**src/rtl/matrix_operand_loader_if.sv**
```systemverilog
// Stream-in and operand-out bundle between the element feeder, the operand
// loader and the matrix multiplier. The feeder drives the element stream and
// the control pulses. The loader drives the handshake ready, the packed
// operands and the multiplier control.
interface matrix_operand_loader_if #(
  parameter int aRow  = 4,
  parameter int aCol  = 4,
  parameter int bRow  = 4,
  parameter int bCol  = 2,
  parameter int elemW = 8
) ();

  localparam int MATRIX_A_LEN = aRow * aCol * elemW;
  localparam int MATRIX_B_LEN = bRow * bCol * elemW;

  // Element stream (valid/ready)
  logic [elemW-1:0]        inData;
  logic                    inValid;
  logic                    inReady;

  // Control from downstream
  logic                    flush;
  logic                    resAck;

  // Packed operands and multiplier control
  logic [MATRIX_A_LEN-1:0] a;
  logic [MATRIX_B_LEN-1:0] b;
  logic                    multRst;
  logic                    loadDone;
  logic [7:0]              loadCount;

  // Feeder / consumer side
  modport master (
    output inData, inValid, flush, resAck,
    input  inReady, a, b, multRst, loadDone, loadCount
  );

  // Loader side
  modport slave (
    input  inData, inValid, flush, resAck,
    output inReady, a, b, multRst, loadDone, loadCount
  );

endinterface

```
**src/rtl/matrix_operand_loader.sv**
```systemverilog
// Matrix operand loader: collects a byte stream holding all of A and then all
// of B (each row-major). It shifts the elements into the flat operand buses,
// so the first element lands in the MSBs. The multiplier is held in reset
// until both operands are complete. The loader then re-arms when the
// downstream stage acknowledges the result.
module matrix_operand_loader #(
  parameter int aRow  = 4,
  parameter int aCol  = 4,
  parameter int bRow  = 4,
  parameter int bCol  = 2,
  parameter int elemW = 8
) (
  input  logic                  clk,
  input  logic                  rst,   // asynchronous, active low
  matrix_operand_loader_if.slave bus
);

  localparam int MATRIX_A_LEN = aRow * aCol * elemW;
  localparam int MATRIX_B_LEN = bRow * bCol * elemW;

  // Index of the last element of each operand, in loadCount's width.
  localparam logic [7:0] A_LAST = 8'(aRow * aCol - 1);
  localparam logic [7:0] B_LAST = 8'(bRow * bCol - 1);

  typedef enum logic [1:0] {
    LOAD_A = 2'd0,
    LOAD_B = 2'd1,
    RUN    = 2'd2
  } state_t;

  state_t                  state_q,     state_d;
  logic [MATRIX_A_LEN-1:0] a_q,         a_d;
  logic [MATRIX_B_LEN-1:0] b_q,         b_d;
  logic [7:0]              count_q,     count_d;
  logic                    mult_rst_q,  mult_rst_d;
  logic                    load_done_q, load_done_d;

  logic                    in_ready;
  logic                    xfer;

  // Next-state decode: flush beats everything, then per-state load/run handling.
  always_comb begin
    // NOTE: every signal gets a default before any branch so no path leaves
    // one unassigned; without these the tool infers latches.
    state_d     = state_q;
    a_d         = a_q;
    b_d         = b_q;
    count_d     = count_q;
    mult_rst_d  = mult_rst_q;
    load_done_d = load_done_q;

    in_ready    = (state_q != RUN);
    xfer        = bus.inValid & in_ready;

    if (bus.flush) begin
      // Abort: drop any offered element and return to a clean LOAD_A.
      state_d     = LOAD_A;
      a_d         = '0;
      b_d         = '0;
      count_d     = '0;
      mult_rst_d  = 1'b0;
      load_done_d = 1'b0;
    end else begin
      unique case (state_q)
        LOAD_A: begin
          if (xfer) begin
            a_d = {a_q[MATRIX_A_LEN-elemW-1:0], bus.inData};
            if (count_q == A_LAST) begin
              state_d = LOAD_B;
              count_d = '0;
            end else begin
              count_d = count_q + 8'd1;
            end
          end
        end

        LOAD_B: begin
          if (xfer) begin
            b_d = {b_q[MATRIX_B_LEN-elemW-1:0], bus.inData};
            if (count_q == B_LAST) begin
              // Both operands complete: release the multiplier.
              state_d     = RUN;
              count_d     = '0;
              mult_rst_d  = 1'b1;
              load_done_d = 1'b1;
            end else begin
              count_d = count_q + 8'd1;
            end
          end
        end

        RUN: begin
          // Operands frozen. Only the result acknowledge moves us on. a and b
          // are left in place until the next load shifts them out.
          if (bus.resAck) begin
            state_d     = LOAD_A;
            mult_rst_d  = 1'b0;
            load_done_d = 1'b0;
          end
        end

        default: begin
          // Unreachable encoding: recover the same way a flush would.
          state_d     = LOAD_A;
          a_d         = '0;
          b_d         = '0;
          count_d     = '0;
          mult_rst_d  = 1'b0;
          load_done_d = 1'b0;
        end
      endcase
    end
  end

  // State and datapath registers with asynchronous clear.
  always_ff @(posedge clk or negedge rst) begin
    if (!rst) begin
      // NOTE: non-blocking assignments in clocked blocks keep every flop
      // sampling the pre-edge values of the others, so order does not matter.
      state_q     <= LOAD_A;
      a_q         <= '0;
      b_q         <= '0;
      count_q     <= '0;
      mult_rst_q  <= 1'b0;
      load_done_q <= 1'b0;
    end else begin
      state_q     <= state_d;
      a_q         <= a_d;
      b_q         <= b_d;
      count_q     <= count_d;
      mult_rst_q  <= mult_rst_d;
      load_done_q <= load_done_d;
    end
  end

  assign bus.inReady   = in_ready;
  assign bus.a         = a_q;
  assign bus.b         = b_q;
  assign bus.loadCount = count_q;
  assign bus.multRst   = mult_rst_q;
  assign bus.loadDone  = load_done_q;

endmodule

```
**src/flat_wrapper.sv**
```systemverilog
// flat-port wrapper written by rule: the top's interface ports become plain ports
module matrix_operand_loader_flat 
#(
  parameter int aRow  = 4,
  parameter int aCol  = 4,
  parameter int bRow  = 4,
  parameter int bCol  = 2,
  parameter int elemW = 8
)
  (clk, rst, bus_inData, bus_inValid, bus_flush, bus_resAck, bus_inReady, bus_a, bus_b, bus_multRst, bus_loadDone, bus_loadCount);
  matrix_operand_loader_if #(.aRow(aRow), .aCol(aCol), .bRow(bRow), .bCol(bCol), .elemW(elemW)) bus_i ();
  input  logic clk;
  input  logic rst;
  input wire logic [$bits(bus_i.inData)-1:0] bus_inData;
  input wire logic [$bits(bus_i.inValid)-1:0] bus_inValid;
  input wire logic [$bits(bus_i.flush)-1:0] bus_flush;
  input wire logic [$bits(bus_i.resAck)-1:0] bus_resAck;
  output wire logic [$bits(bus_i.inReady)-1:0] bus_inReady;
  output wire logic [$bits(bus_i.a)-1:0] bus_a;
  output wire logic [$bits(bus_i.b)-1:0] bus_b;
  output wire logic [$bits(bus_i.multRst)-1:0] bus_multRst;
  output wire logic [$bits(bus_i.loadDone)-1:0] bus_loadDone;
  output wire logic [$bits(bus_i.loadCount)-1:0] bus_loadCount;
  assign bus_i.inData = bus_inData;
  assign bus_i.inValid = bus_inValid;
  assign bus_i.flush = bus_flush;
  assign bus_i.resAck = bus_resAck;
  assign bus_inReady = bus_i.inReady;
  assign bus_a = bus_i.a;
  assign bus_b = bus_i.b;
  assign bus_multRst = bus_i.multRst;
  assign bus_loadDone = bus_i.loadDone;
  assign bus_loadCount = bus_i.loadCount;
  matrix_operand_loader #(.aRow(aRow), .aCol(aCol), .bRow(bRow), .bCol(bCol), .elemW(elemW)) u_core (.clk(clk), .rst(rst), .bus(bus_i));
endmodule
```
**config.mk**
```make
export PLATFORM = sky130hd
export DESIGN_NAME = matrix_operand_loader_flat
export DESIGN_NICKNAME = d
export VERILOG_FILES = /design/src/rtl/matrix_operand_loader_if.sv /design/src/rtl/matrix_operand_loader.sv /design/src/flat_wrapper.sv
export SDC_FILE = /design/constraint.sdc
export NUM_CORES = 1
export LEC_CHECK = 0
export CORE_MARGIN = 2
export CORE_UTILIZATION = 45
export CTS_CLUSTER_SIZE = 40
export DETAILED_ROUTE_END_ITERATION = 10
export GPL_TIMING_DRIVEN = 0
export PLACE_DENSITY = 0.73
export SLEW_MARGIN = 15
export SYNTH_ARGS = -nofsm -noshare
export SYNTH_HDL_FRONTEND = slang
export SYNTH_SLANG_ARGS = --single-unit
```
**constraint.sdc**
```tcl
create_clock -name clk -period 4.8 [get_ports clk]
set_input_delay 0.72 -clock clk [delete_from_list [all_inputs] [get_ports clk]]
set_output_delay 0.72 -clock clk [all_outputs]
set_load 0.02 [all_outputs]
```
* Word level (Yosys, flattened, before mapping) *
Index checks and enable logic that the tools add are counted.

word-level totals
  flip-flop bits (word level) = 203
  input bits = 13
  output and inout bits = 203

cells by class
  add/subtract/negate cells = 1
  equal/unequal tests = 14
  mux-type cells = 24
  bitwise operators = 1
  reductions and logical operators = 8

operator list
  cell                                            count
  two-way mux 128 bit                             2
  case mux 128 bit (2 select lines)               1
  two-way mux 64 bit                              2
  case mux 64 bit (2 select lines)                1
  two-way mux 8 bit                               5
  case mux 8 bit (3 select lines)                 1
  two-way mux 2 bit                               6
  != test 3 x 2 -> 1 bit (second input constant)  4
  adder 8 x 1 -> 8 bit (second input constant)    1
  == test 8 x 3 -> 1 bit (second input constant)  1
  == test 8 x 4 -> 1 bit (second input constant)  1
  != test 2 bit (second input constant)           3
  case mux 2 bit (3 select lines)                 1
  AND reduction 5 bit                             1
  two-way mux 1 bit                               4
  != test 2 x 1 -> 1 bit (second input constant)  2
  AND reduction 2 bit                             2
  AND reduction 4 bit                             1
  OR reduction 2 bit                              2
  != test 3 bit (second input constant)           1
  case mux 1 bit (3 select lines)                 1
  AND reduction 3 bit                             1
  == test 2 x 1 -> 1 bit (second input constant)  1
  == test 2 bit (second input constant)           1
  other kinds (2)                                 2

* Longest topological paths before layout *
  word-level depth = 5
  depth in mapped cells = 8

* Least setup slack after synthesis *
No wires, ideal clock.

  path kind = input to register
  start = input bus_flush
  end = register u_core.state_q[1]
  data arrival time = 1.846 ns
  data required time = 4.676 ns
  slack = 2.830 ns
  cell stages on the path = 5
  cell sequence = buf_2 -> nor2b_1 -> a21boi_0 -> nor4b_1 -> a211o_1

on the way
  longest elaborated chain between the ends = 2

RTL lines
  what                                                                             line                          RTL
  from (decl)                                                                      flat_wrapper.sv:16            input wire logic [$bits(bus_i.flush)-1:0] bus_flush;
  != test 3 x 2 -> 1 bit (no source line) / != test 3 bit (equally long branches)  n/a
  AND reduction 5 bit (no source line)                                             n/a
  to (signal assigned)                                                             matrix_operand_loader.sv:127  state_q <= state_d;
  to (decl)                                                                        matrix_operand_loader.sv:31   state_t state_q, state_d;

Several ways; a longest one is shown, not always the timed one.
A chain may end at the register's enable or synchronous reset.

* Final worst setup path *
  start = register u_core.state_q[0]
  end = output bus_inReady

on the way
  longest elaborated chain between the ends = 1

RTL lines
  what           line                         RTL
  != test 2 bit  matrix_operand_loader.sv:52  in_ready = (state_q != RUN);
  to (decl)      flat_wrapper.sv:18           output wire logic [$bits(bus_i.inReady)-1:0] bus_inReady;

No other way between the ends.

==> metrics list <==
- The run finished with clean final reports.
- In the synthesized netlist the async set-or-reset flop fraction comes to 100.0%.
- Antenna diode count: 0
- Timing-limited maximum frequency: 0.3835 GHz
- The count of nets left with antenna violations once routing finished came out at 0.
* Max VDD drop: 200.5 uV
- Final Slew Violations: 0
* Total Nets Final: 1155
- Areal power density over the cells: 310.4 nW/um2
- Initial antenna violation count: 0
- Ranked by total cell area, the synthesized netlist is headed by sky130_fd_sc_hd__dfrtp_1 56%, sky130_fd_sc_hd__mux2i_1 21%, sky130_fd_sc_hd__nand2_1 8.2%.
- At the placement stage, the worst setup path has a slack of 2.126 ns.
- Of the synthesized area, sequential elements account for 55.72%.
- Clock Latency Late Sink: 0.49 ns
- In this run, synthesis inferred 0 flip-flops with an integrated enable.
- Vias post-DR: 6640
- Min Hold Slack: 0.06814 ns
- The min-delay analysis places its worst path in the category input port to asynchronous set/reset pin.
- Total non-filler cell area in the finished layout: 12360 um2
* H-tree depth: 1
- Entering global routing, the biggest net connects 94 pins.
* Core Area: 20040 um2
- The first global-routing pass estimated 34050 um of wire.
- In this run the post-CTS setup repair buffer count came out at 0.
- CTS Buf Count: 22
- Summed over all layers, the global routing overflow is 0.
* Hold-fix buffers at CTS: 0
- Required time of the worst setup path: 4.08 ns
* Leak Pwr: 5.294 nW
* CP max FO: 5
- Type of element capturing the critical path: output pin
* Syn_nets: 915
- PnR worst setup slack: 2.192 ns
* Fillcell total: 1754
* Total wirelength of the detailed-routed design: 21030 um
* Placer Congestion: 0.7570
- Average via count per standard cell: 4.673
* Total routing usage reported by global routing: 19.37%
- TritonCTS built the clock tree.
* Sinks on the clock net: 203
* Synth Flop Type: sky130_fd_sc_hd__dfrtp_1
- Final worst-path cycle share: 54.33%
- Across the run, the number of max-cap violations was 0.
- Counting instances in the post-synthesis netlist gives the leading cell types as 203 x sky130_fd_sc_hd__dfrtp_1, 200 x sky130_fd_sc_hd__nand2_1, 199 x sky130_fd_sc_hd__inv_1.
* HPWL after DPL: 14930 um
* Yosys top cell by area: sky130_fd_sc_hd__dfrtp_1
* Initial Util: 45.49%
- Headroom to the max-slew limit came out at 48.69%.
* Final hold violation count: 0
- After synthesis, the mean cell area works out to 10.16 um2.
- Mapped cell area: 9116 um2
- Transition time at the pin with the least slew margin: 0.7631 ns
- Via count of the first global-routing pass: 6449
- The longest clock path from root to sink contains 3 buffers.
- After synthesis, the largest area contributor takes up 55.72% of total cell area.
* Horizontal die dimension: 146.3 um
* Number of placement rows: 52
- Between clock sinks in the finished design, the worst skew comes to 0.007257 ns.
* Arr. time, crit path: 1.89 ns
- Setup violations remaining at the end of the flow were counted as 0.
* Number of optimization iterations in the first detailed-route pass: 4
- Top-Level Pins: 216
* IO Port Bufs: 214
- Leading cell type by number of instances after synthesis: sky130_fd_sc_hd__dfrtp_1
* Critical path class: register to output pin
- RSZ-0062 raised after global routing: false
* Critical path launch point type: register
- The floorplan step set the die height to 146.3 um.
- Initial detailed-routing violation count: 308
- Relative area change from synthesis to final layout: 35.58%
- Yosys mapped the design onto 34 distinct sky130hd cell types.
- The die covers 21410 um2.
* DRC violation count after routing: 0
* Post-CTS resize count: 0
- Yosys printed 0 warnings.
* Flop and latch count out of synthesis: 203
* Root buffer selected by CTS: sky130_fd_sc_hd__clkbuf_16
* Routed len/inst: 14.80 um
- Of the cells placed in the final design, the portion with a size suffix greater than 1 is 5.474%.
* Post-layout minimum cycle time: 2.608 ns
* Mapped Cells: 897
- After detailed placement, the total cell area comes to 11660 um2.
- Clock edge transition at the registers on the reported setup and hold paths: 0.06 ns
## critical path, cell delays in order (launching register included)
cell and delay (ns):
sky130_fd_sc_hd__dfrtp_1 0.37, sky130_fd_sc_hd__inv_1 0.09, sky130_fd_sc_hd__ha_1 0.26, sky130_fd_sc_hd__inv_1 0.07
sky130_fd_sc_hd__clkdlybuf4s50_1 0.60
## power breakdown
part / internal (mW) / leakage [nW] / switching (mW)
clock network: 0.964 / 0.343 / 0.667
logic: 0.170 / 2.13 / 0.258
registers: 1.74 / 2.82 / 0.0336
## flip-flops by register name (all words and copies together), names as in the netlist
name                  flops
u_core.bus.a            128
u_core.bus.b             64
u_core.bus.loadCount      8
u_core.bus.multRst        1
u_core.state_q            2
## final cells by class
class,count,area (um2),share of cell area [%]
inverter,199,747.0,6.044
clock buffer,33,673.1,5.446
sequential,203,5080,41.10
timing repair buffer,216,2202,17.82
tap,270,337.8,2.733
clock inverter,5,30.03,0.2430
multi-input combinational,451,3078,24.90
buffer,44,211.5,1.711
## through the flow
| stage | util, % | TNS [ns] | power [mW] | instances |
|---|---|---|---|---|
| after floorplan | - | 0 | 2.063 | 897 |
| after global placement | 57.87 | -1164.22 | 2.232 | 1381 |
| after detailed placement | 58.17 | 0 | 2.238 | 1383 |
| after CTS | 61.68 | 0 | 3.882 | 1421 |
| after global routing | 61.68 | 0 | 3.983 | 1421 |
| final | 61.68 | 0 | 3.836 | 1421 |
## cell families after synthesis
family	count (synthesis)	share of synthesized area (%)
AO/OA/AOI/OAI	23	1.702
buffers and inverters	243	10.51
AND/OR/NAND/NOR	228	9.965
flip-flops	203	55.72
adder cells (fa/ha/maj)	5	0.6862
multiplexers	195	21.41
## path summary, 6_finish.rpt
path                            slack (ns)              start  cells after the start                      end
worst max-delay path                  2.19  u_core.state_q[0]                      4              bus_inReady
worst min-delay path                  0.07                rst                      1  u_core.bus.loadCount[1]
worst max register to register        2.50  u_core.state_q[1]                      8          u_core.bus.b[3]
worst min register to register        0.51   u_core.bus.b[59]                      2         u_core.bus.b[59]
max in group asynchronous             3.99                rst                      2         u_core.bus.a[77]
min in group clk                      0.51   u_core.bus.b[59]                      2         u_core.bus.b[59]
## layout by cell type, fill, tap and decap left out, drive strengths merged
| cell | n |
|---|---|
| clkdlybuf4s50 | 213 |
| dfrtp | 203 |
| nand2 | 200 |
| inv | 199 |
| mux2i | 195 |
| clkbuf | 52 |
| buf | 28 |
| a21oi | 7 |
| nor2 | 7 |
| nor3 | 6 |
| ha | 5 |
| a211oi | 4 |
| nand2b | 3 |
| and3 | 3 |
| o21ai | 3 |
| clkinv | 3 |
| nand3 | 2 |
| nor2b | 2 |
| clkinvlp | 2 |
| a21boi | 2 |
| nor4 | 1 |
| or3b | 1 |
| o31ai | 1 |
| o31a | 1 |
| a31oi | 1 |
| nand4 | 1 |
| or3 | 1 |
| o211a | 1 |
| o21a | 1 |
| o22ai | 1 |
| nor4b | 1 |
| a211o | 1 |
## routing by layer
metal  up-vias  global-route usage (%)  share of wire, %
met4         0                   3.981               1.5
met2       146                   30.47                46
li1       3240                       -                 -
met3        28                   4.781               6.3
met1      3226                   27.56                46
met5         -                       0                 0
Power figures use the tool's default switching activity.
